[config.mk]
export PLATFORM = sky130hd
export DESIGN_NAME = digit_serial_adder
export DESIGN_NICKNAME = d
export VERILOG_FILES = /design/src/rtl/digit_serial_adder.sv
export SDC_FILE = /design/constraint.sdc
export NUM_CORES = 1
export LEC_CHECK = 0
export CORE_ASPECT_RATIO = 1.1
export CORE_MARGIN = 3
export CORE_UTILIZATION = 39
export DETAILED_ROUTE_END_ITERATION = 8
export PLACE_DENSITY = 0.62
export SYNTH_ARGS = -nofsm -noshare
export SYNTH_HDL_FRONTEND = slang
export SYNTH_SLANG_ARGS = --single-unit
[constraint.sdc]
create_clock -name clk -period 2.3 [get_ports clk]
set_input_delay 0.575 -clock clk [delete_from_list [all_inputs] [get_ports clk]]
set_output_delay 0.575 -clock clk [all_outputs]
set_load 0.05 [all_outputs]
[src/rtl/digit_serial_adder.sv]
// Digit-serial adder/subtractor: WIDTH-bit operands consumed DIGIT bits per clock,
// least-significant digit first, with a registered carry between digits.
//
// state | meaning
// IDLE  | waiting for operands, in_ready high
// RUN   | one digit added per cycle, cnt_q = digit index
// DONE  | result held, out_valid high until consumed
module digit_serial_adder #(
    parameter int WIDTH = 16,
    parameter int DIGIT = 4
) (
    input  logic             clk,
    input  logic             rst_n,
    input  logic             in_valid,
    output logic             in_ready,
    input  logic [WIDTH-1:0] a,
    input  logic [WIDTH-1:0] b,
    input  logic             cin,
    input  logic             sub,
    output logic             out_valid,
    input  logic             out_ready,
    output logic [WIDTH-1:0] sum,
    output logic             cout,
    output logic             ovf
);
    localparam int NDIG = WIDTH / DIGIT;
    localparam int CW   = (NDIG > 1) ? $clog2(NDIG) : 1;
    localparam logic [CW-1:0] LAST = CW'(NDIG - 1);

    typedef enum logic [1:0] {IDLE, RUN, DONE} state_t;

    state_t           state, state_nxt;
    logic             load, step, last;
    logic [WIDTH-1:0] a_q, b_q, sum_q;
    logic [WIDTH-1:0] a_shift, b_shift, sum_shift;
    logic             carry_q, cout_q, ovf_q;
    logic [CW-1:0]    cnt_q;
    logic [DIGIT:0]   dsum;
    logic             cin_msb;

    assign dsum    = {1'b0, a_q[DIGIT-1:0]} + {1'b0, b_q[DIGIT-1:0]} + {{DIGIT{1'b0}}, carry_q};
    // carry into the digit's top bit; on the last digit this is the carry into bit WIDTH-1
    assign cin_msb = a_q[DIGIT-1] ^ b_q[DIGIT-1] ^ dsum[DIGIT-1];
    assign last    = (cnt_q == LAST);

    generate
        if (NDIG == 1) begin : g_one
            assign a_shift   = '0;
            assign b_shift   = '0;
            assign sum_shift = dsum[DIGIT-1:0];
        end else begin : g_multi
            assign a_shift   = {{DIGIT{1'b0}}, a_q[WIDTH-1:DIGIT]};
            assign b_shift   = {{DIGIT{1'b0}}, b_q[WIDTH-1:DIGIT]};
            assign sum_shift = {dsum[DIGIT-1:0], sum_q[WIDTH-1:DIGIT]};
        end
    endgenerate

    always_ff @(posedge clk or negedge rst_n) begin
        if (!rst_n) begin
            state <= IDLE;
        end else begin
            state <= state_nxt;
        end
    end

    always_comb begin
        state_nxt = state;
        in_ready  = 1'b0;
        out_valid = 1'b0;
        load      = 1'b0;
        step      = 1'b0;
        case (state)
            IDLE: begin
                in_ready = 1'b1;
                if (in_valid) begin
                    load      = 1'b1;
                    state_nxt = RUN;
                end
            end
            RUN: begin
                step = 1'b1;
                if (last) begin
                    state_nxt = DONE;
                end
            end
            DONE: begin
                out_valid = 1'b1;
                if (out_ready) begin
                    state_nxt = IDLE;
                end
            end
            default: state_nxt = IDLE;
        endcase
    end

    // subtraction runs as A + ~B + ~cin, so cout=1 means no borrow
    always_ff @(posedge clk or negedge rst_n) begin
        if (!rst_n) begin
            a_q     <= '0;
            b_q     <= '0;
            sum_q   <= '0;
            carry_q <= 1'b0;
            cout_q  <= 1'b0;
            ovf_q   <= 1'b0;
            cnt_q   <= '0;
        end else if (load) begin
            a_q     <= a;
            b_q     <= sub ? ~b : b;
            carry_q <= sub ^ cin;
            cnt_q   <= '0;
        end else if (step) begin
            a_q     <= a_shift;
            b_q     <= b_shift;
            sum_q   <= sum_shift;
            carry_q <= dsum[DIGIT];
            cnt_q   <= cnt_q + CW'(1);
            if (last) begin
                cout_q <= dsum[DIGIT];
                ovf_q  <= cin_msb ^ dsum[DIGIT];
            end
        end
    end

    assign sum  = sum_q;
    assign cout = cout_q;
    assign ovf  = ovf_q;

endmodule

-- After elaboration in Yosys (flattened, before gate mapping)
Cells that the tools add are included.
- add/subtract/negate cells: 3
- equality and inequality tests: 6
- multiplexer cells: 18
- bitwise operators: 6
- reduce and logical (&&, ||, !) cells: 5
- operator list (kind ; number):
    $mux W16 ; 5
    $not A16 Y16 ; 1
    $mux W2 ; 5
    $mux W1 ; 7
    $ne A2 B2 Y1 const B ; 3
    $pmux W2 S3 ; 1
    $reduce_and A3 Y1 ; 2
    $add A4 B4 Y5 ; 1
    $add A5 B1 Y5 ; 1
    $eq A2 B2 Y1 const B ; 2
    $xor A1 B1 Y1 ; 4
    $add A2 B1 Y2 const B ; 1
    $eq A2 B1 Y1 const B ; 1
    $logic_not A2 Y1 ; 1
    $reduce_and A2 Y1 ; 1
    $reduce_bool A2 Y1 ; 1
    $not A1 Y1 ; 1
- register bits after elaboration: 55
- output and inout port bits: 20
- logic and storage cells: 46

-- Longest topological paths before layout
Gate-level depths: netlist of the first run.
- depth after elaboration: 4
- depth in mapped cells: 7

-- Worst setup path after synthesis of the first run
Ideal clock, no wire load.
- path type: register to register
- from: reg state[0]
- to: reg b_q[12]
- setup time: 135 ps
- data arrival time: 1658 ps
- data required time: 2165 ps
- setup slack: 507 ps
- stages on the path, launching flop included: 6
- path buffers: 1
- clock period less this slack: 1793 ps
- path through: dfrtp_1 > nor2_1 > nand2_1 > clkbuf_1 > nand3_1 > o21ai_0
- cells in the longest elaborated chain, start to end: 3
- elaborated cells on any way between the ends: 6
- those cells by class: eq/ne (1); mux (3); reduce/logical (2)
- ends and longest elaborated chain (item ; RTL line ; text):
    from (decl) ; 32 ; state_t state, state_nxt;
    from (signal assigned) ; 62 ; state <= state_nxt;
    $eq A2 B1 Y1 or $logic_not A2 Y1 (tied branches) ; 72 ; case (state)
    $mux W1 ; 72 ;
    $reduce_bool A2 Y1 (no line) or $mux W16 (tied branches) ; n/a ;
    to (signal assigned) ; 108 ; b_q <= sub ? ~b : b;
    to (signal assigned) ; 113 ; b_q <= b_shift;
    to (decl) ; 34 ; logic [WIDTH-1:0] a_q, b_q, sum_q;
Parallel ways exist; a longest one is shown, timed or not.
A chain may end at the register's enable or synchronous reset.

-- Worst setup path after layout of the first run
- from: reg sum_q[14] (netlist: sum[14])
- to: out sum[14]
- RTL lines (item ; RTL line ; text):
    from (decl) ; 34 ;
    from (signal assigned) ; 114 ; sum_q <= sum_shift;
    to (decl) ; 22 ; output logic [WIDTH-1:0] sum,
No word-level cell between the ends.

==> results of run 1 <==
[Yosys cell counts]
| cell type | number |
|---|---|
| a21o_1 | 1 |
| a21oi_1 | 1 |
| a221o_1 | 13 |
| a22oi_1 | 12 |
| buf_2 | 9 |
| buf_4 | 2 |
| buf_6 | 1 |
| clkbuf_1 | 4 |
| dfrtp_1 | 55 |
| fa_1 | 2 |
| ha_1 | 4 |
| inv_1 | 4 |
| nand2_1 | 79 |
| nand2b_1 | 3 |
| nand3_1 | 4 |
| nor2_1 | 14 |
| nor2_4 | 1 |
| nor2b_1 | 1 |
| nor3_1 | 1 |
| nor3b_4 | 1 |
| o21ai_0 | 14 |
| o21ai_1 | 4 |
| o2bb2ai_1 | 1 |
| xnor2_1 | 17 |
| xor2_1 | 3 |
[flip-flops by register name, indices dropped and copies added (netlist names)]
| name | count |
|---|---|
| ovf | 1 |
| state | 2 |
| cout | 1 |
| a_q | 16 |
| b_q | 16 |
| cnt_q | 2 |
| carry_q | 1 |
| sum | 16 |
[through the flow]
| step | area, sq um | utilization | instances | hold WS, ns |
|---|---|---|---|---|
| floorplan | 2500 | - | 251 | 0.279 |
| global placement | 3150 | 0.527 | 377 | 0.457 |
| detailed placement | 3150 | 0.527 | 377 | 0.462 |
| CTS | 3290 | 0.550 | 385 | 0.252 |
| global route | 3290 | 0.550 | 385 | 0.263 |
| finish | 3290 | 0.550 | 385 | 0.234 |
[power by group through the flow]
stage / Sequential, mW / Clock, mW / Combinational (mW)
final: 1.70 / 0.755 / 2.44
after global routing: 1.76 / 0.805 / 2.72
after CTS: 1.71 / 0.773 / 2.48
after detailed placement: 1.73 / 0 / 2.46
after global placement: 1.71 / 0 / 2.41
after floorplan: 2.13 / 0 / 1.34
[layout by cell type, fill, tap and decap left out, drive strengths merged]
cell and instances:
xnor2 17, clkinvlp 1, nand2b 3, o21ai 18, buf 11, bufinv 2
nand2 79, ha 4, nand3 4, a221o 13, a21o 1, inv 4
nor2 15, clkdlybuf4s50 54, nor3 1, o2bb2ai 1, a21oi 1, a22oi 12
nor3b 1, clkbuf 5, dfrtp 55, nor2b 1, fa 2, xor2 3
[cells by family after synthesis]
kind of cell	synth area share
AOI/OAI and AO/OA	0.132
xor gates and xnor gates	0.0700
adders and majority gates	0.0360
buffers and inverters	0.0405
DFF	0.550
and+or+nand+nor	0.171
[per-layer routing]
| metal | share of wire | vias to the layer above | global-route usage | wire length, um |
|---|---|---|---|---|
| li1 | - | 944 | - | - |
| met1 | 0.46 | 909 | 0.194 | 2300 |
| met2 | 0.48 | 43 | 0.243 | 2420 |
| met3 | 0.049 | 5 | 0.0310 | 248 |
| met4 | 0.015 | 0 | 0.0540 | 74 |
| met5 | 0 | - | 0 | 0 |
[final timing paths]
| path | endpoint | startpoint | cells past startpoint |
|---|---|---|---|
| max in group asynchronous | b_q[10] | rst_n | 2 |
| worst min-delay path | sum[3] | rst_n | 2 |
| worst max register to register | ovf | a_q[0] | 7 |
| worst max-delay path | sum[14] | sum[14] | 1 |
| worst min register to register | sum[3] | sum[3] | 2 |
| min in group clk | sum[3] | sum[3] | 2 |
[area by class of cell]
class / count / area share
clock buffer: 5 / 0.0209
clock inverter: 3 / 0.0205
inverter: 4 / 0.00456
multi-input combinational: 176 / 0.314
sequential: 55 / 0.418
tap: 77 / 0.0293
timing repair buffer: 65 / 0.192
[worst reg2reg max path, stage by stage, from the launching register on]
cell and delay, ns:
dfrtp_1 0.42, fa_1 0.45, inv_1 0.08, fa_1 0.19, nand2b_1 0.11, o2bb2ai_1 0.21
xnor2_1 0.18, o21ai_1 0.07
==> impl_metrics.yaml, run 1 <==
final_layout:
  areaGrowthSynthToFinish_pct: 31.4
  layout-drive-gt1-share: 0.0714
  multi_input_area_sq_um: 1030
  regArea_sq_um: 1380
  nFillCells: 565
  layout.nets: 351
  n_antenna_cell: 0
power:
  swShare: 0.434
  irDropWorstVdd_mv: 0.716
  power_frac_clock: 0.154
  seq_power_share: 0.348
  switchingPower_mw: 2.12
  power_leakage_nw: 1.50
  total_power_mw: 4.89
  power.density_nw_per_um2: 1490
  intPower_mw: 2.77
  combPwrFrac: 0.498
grt:
  grt_first_pass_wirelength_mm: 8.71
  antenna_found_initial: 0
  grt_max_degree: 56
  grt_usage: 0.150
  overflow: 0
  grt_pass1_vias: 1909
critical_path:
  r2r_setup_slack_ns: 0.48
  crit_chain: "clkdlybuf4s50_1"
  cp_slowest_cell: "clkdlybuf4s50_1"
  crit_arrival_ns: 1.53
  max_stage_delay_ns: 0.82
  end_kind: "primary output"
  crit_type: "flip-flop to primary output"
  worstSetupStartpointType: "flip-flop"
  crit_family: "buffers and inverters"
  crit_fanout: 3
  path_buf_inv: 1
  worstPathRequired_ns: 1.73
detailed_routing:
  avgViaCountPerCell: 4.94
  routedWlPerCell_um: 13.1
  postRouteAntennaNets: 0
  first_iter_violations: 57
  dr.pass1.iters: 4
  wl_mm: 5.04
  drc_errors: 0
  route.vias.total: 1901
floorplanning:
  dieArea_sq_um: 7420
  ioPinCount: 58
  die_w_um: 82.4
  coreArea_sq_um: 5990
  die_h_um: 90.0
  initial_core_util: 0.418
  fp-row-count: 29
clock_network:
  clk_pin_slew_ns: 0.10
  postCtsSetupRepairBufs: 0
  h-tree-depth: 2
  cts_max_path_buffers: 2
  cts_hold_buf: 0
  cts_tree: "done"
  clk_latency_ns: 0.31
  cts-resized-gates: 0
  clockRootBuffer: "clkbuf_8"
  cts_sinks: 55
  cts_buffers: 5
placed_design:
  dp_slack_ns: 0.223
  place_congestion: 0.728
  dp_hpwl_mm: 3.47
  io_buffer_count: 57
sta:
  min_period_ns: 2.11
  fin_crit_sh: 0.916
  finalHoldViolCount: 0
  setup_viol: 0
  clock_skew_ns: 0.00796
  layout_setup_ws_ns: 0.194
  rsz0062_at_grt: "false"
  worst_slew_pin_slew_ns: 0.587
  max_freq_ghz: 0.475
  maxSlewViolCount: 0
  finalSetupTns_ns: 0
  relSlewSlack: 0.608
synthesis:
  synth_warnings: 0
  synth_nets: 295
  synth_area_sq_um: 2500
  synthCells: 251
  yosysSeqAreaShare: 0.550
  synth.distinct_cells: 25
  syn_area_per_cell_sq_um: 9.97
  synth-seq-cells: 55
  synth_area_leaders: "dfrtp_1, nand2_1, xnor2_1"
  yosysTopAreaCellShare: 0.550
  synth_top_area_cell: "dfrtp_1"
run_status:
  status: "completed"
hold_path:
  hp-class: "primary input to async pin"
run:
  cap_violations: 0
(Power assumes the default switching activity.)
==> inputs of run 2 (changes only) <==
- CORE_UTILIZATION: 39 -> 35
- PLACE_DENSITY: 0.62 -> 0.56
- REMOVE_ABC_BUFFERS: not set -> 1
- clock period: 2.3 -> 2.2 ns (I/O delays scaled with it)
==> impl_metrics.yaml, run 2 (synthesis gave the netlist of run 1 again) <==
run_status:
  status: "completed"
floorplanning:
  coreArea_sq_um: 6750
  dieArea_sq_um: 8210
  die_w_um: 86.6
  ioPinCount: 58
  die_h_um: 94.7
  initial_core_util: 0.371
  fp-row-count: 31
clock_network:
  clk_latency_ns: 0.31
  cts_hold_buf: 0
  cts_max_path_buffers: 2
  cts_sinks: 55
  postCtsSetupRepairBufs: 0
  clockRootBuffer: "clkbuf_8"
  clk_pin_slew_ns: 0.10
  cts-resized-gates: 0
  cts_buffers: 5
  h-tree-depth: 2
  cts_tree: "done"
power:
  total_power_mw: 4.86
  irDropWorstVdd_mv: 1.04
  intPower_mw: 2.66
  power_leakage_nw: 1.49
  seq_power_share: 0.365
  power_frac_clock: 0.113
  power.density_nw_per_um2: 1490
  switchingPower_mw: 2.19
  combPwrFrac: 0.522
  swShare: 0.452
placed_design:
  io_buffer_count: 57
  place_congestion: 0.734
  dp_hpwl_mm: 3.55
grt:
  grt_first_pass_wirelength_mm: 8.51
  grt_max_degree: 29
  grt_usage: 0.132
  antenna_found_initial: 0
  grt_pass1_vias: 1763
  overflow: 0
critical_path:
  path_depth: 1
  cp_slowest_cell: "clkdlybuf4s50_1"
  crit_chain: "clkdlybuf4s50_1"
  end_kind: "primary output"
  r2r_setup_slack_ns: 0.37
  max_stage_delay_ns: 0.81
  worstSetupStartpointType: "flip-flop"
  crit_start: "sum[15]"
  worstPathRequired_ns: 1.65
  reg2regPathDepth: 7
  crit_family: "buffers and inverters"
  crit_arrival_ns: 1.51
  crit_fanout: 3
  crit_type: "flip-flop to primary output"
  r2r_start: "a_q[0]"
  path_buf_inv: 1
  r2r-end: "ovf"
  crit_end: "sum[15]"
sta:
  max_freq_ghz: 0.486
  relSlewSlack: 0.609
  clock_skew_ns: 0.00896
  fin_crit_sh: 0.935
  rsz0062_at_grt: "false"
  setup_viol: 0
  worst_slew_pin_slew_ns: 0.585
  finalSetupTns_ns: 0
  finalHoldViolCount: 0
  min_period_ns: 2.06
  maxSlewViolCount: 0
final_layout:
  areaGrowthSynthToFinish_pct: 30.0
  layout-drive-gt1-share: 0.0649
  layout_commonest_cell: "nand2_1"
  layout_common_cells: "nand2_1, dfrtp_1, clkdlybuf4s50_1"
  layout.nets: 351
  n_antenna_cell: 0
detailed_routing:
  first_iter_violations: 77
  dr.pass1.iters: 4
  drc_errors: 0
  wl_mm: 5.13
  avgViaCountPerCell: 4.83
  route.vias.total: 1883
  routedWlPerCell_um: 13.2
  postRouteAntennaNets: 0
run:
  cap_violations: 0
hold_path:
  hp-class: "primary input to async pin"
## run 2: worst min-delay path by stage
stage          startpoint  slack [ns]       end
3_5_place_dp       sum[0]        0.46    sum[0]
6_report            rst_n        0.17    sum[1]
2_1_floorplan       rst_n        0.25    a_q[0]
4_1_cts             rst_n        0.16  state[0]
3_3_place_gp       sum[3]        0.46    sum[3]
5_1_grt             rst_n        0.18  state[0]
## run 2: power groups by stage
stage | Combinational [mW] | Clock (mW) | Sequential, mW
global placement | 2.53 | 0 | 1.79
floorplan | 1.27 | 0 | 2.23
CTS | 2.59 | 0.569 | 1.78
finish | 2.54 | 0.548 | 1.77
detailed placement | 2.57 | 0 | 1.80
global route | 2.79 | 0.605 | 1.83
## run 2: per-stage QoR
stage	util	hold WS (ns)	instance area [sq um]	std cells	worst slack, ns
2_1_floorplan	-	0.254	2420	235	-0.467
3_3_place_gp	0.470	0.458	3170	382	0.242
3_5_place_dp	0.470	0.462	3170	382	0.237
4_1_cts	0.482	0.165	3250	390	0.127
5_1_grt	0.482	0.177	3250	390	0.0870
6_report	0.482	0.166	3250	390	0.144
## run 2: final cells by class
type | instances | area (sq um)
inverters | 4 | 15.0
repair buffers | 65 | 646
clock inverters | 1 | 5.00
multi-input cells | 176 | 1030
clock buffers | 7 | 76.3
well taps | 82 | 103
fillers | 659 | 3490
flip-flops and latches | 55 | 1380
## run 2: layer usage
layer	part of all wire	global-route usage
met5	0	0
met4	0.013	0.0429
met3	0.046	0.0323
met2	0.46	0.209
met1	0.48	0.178
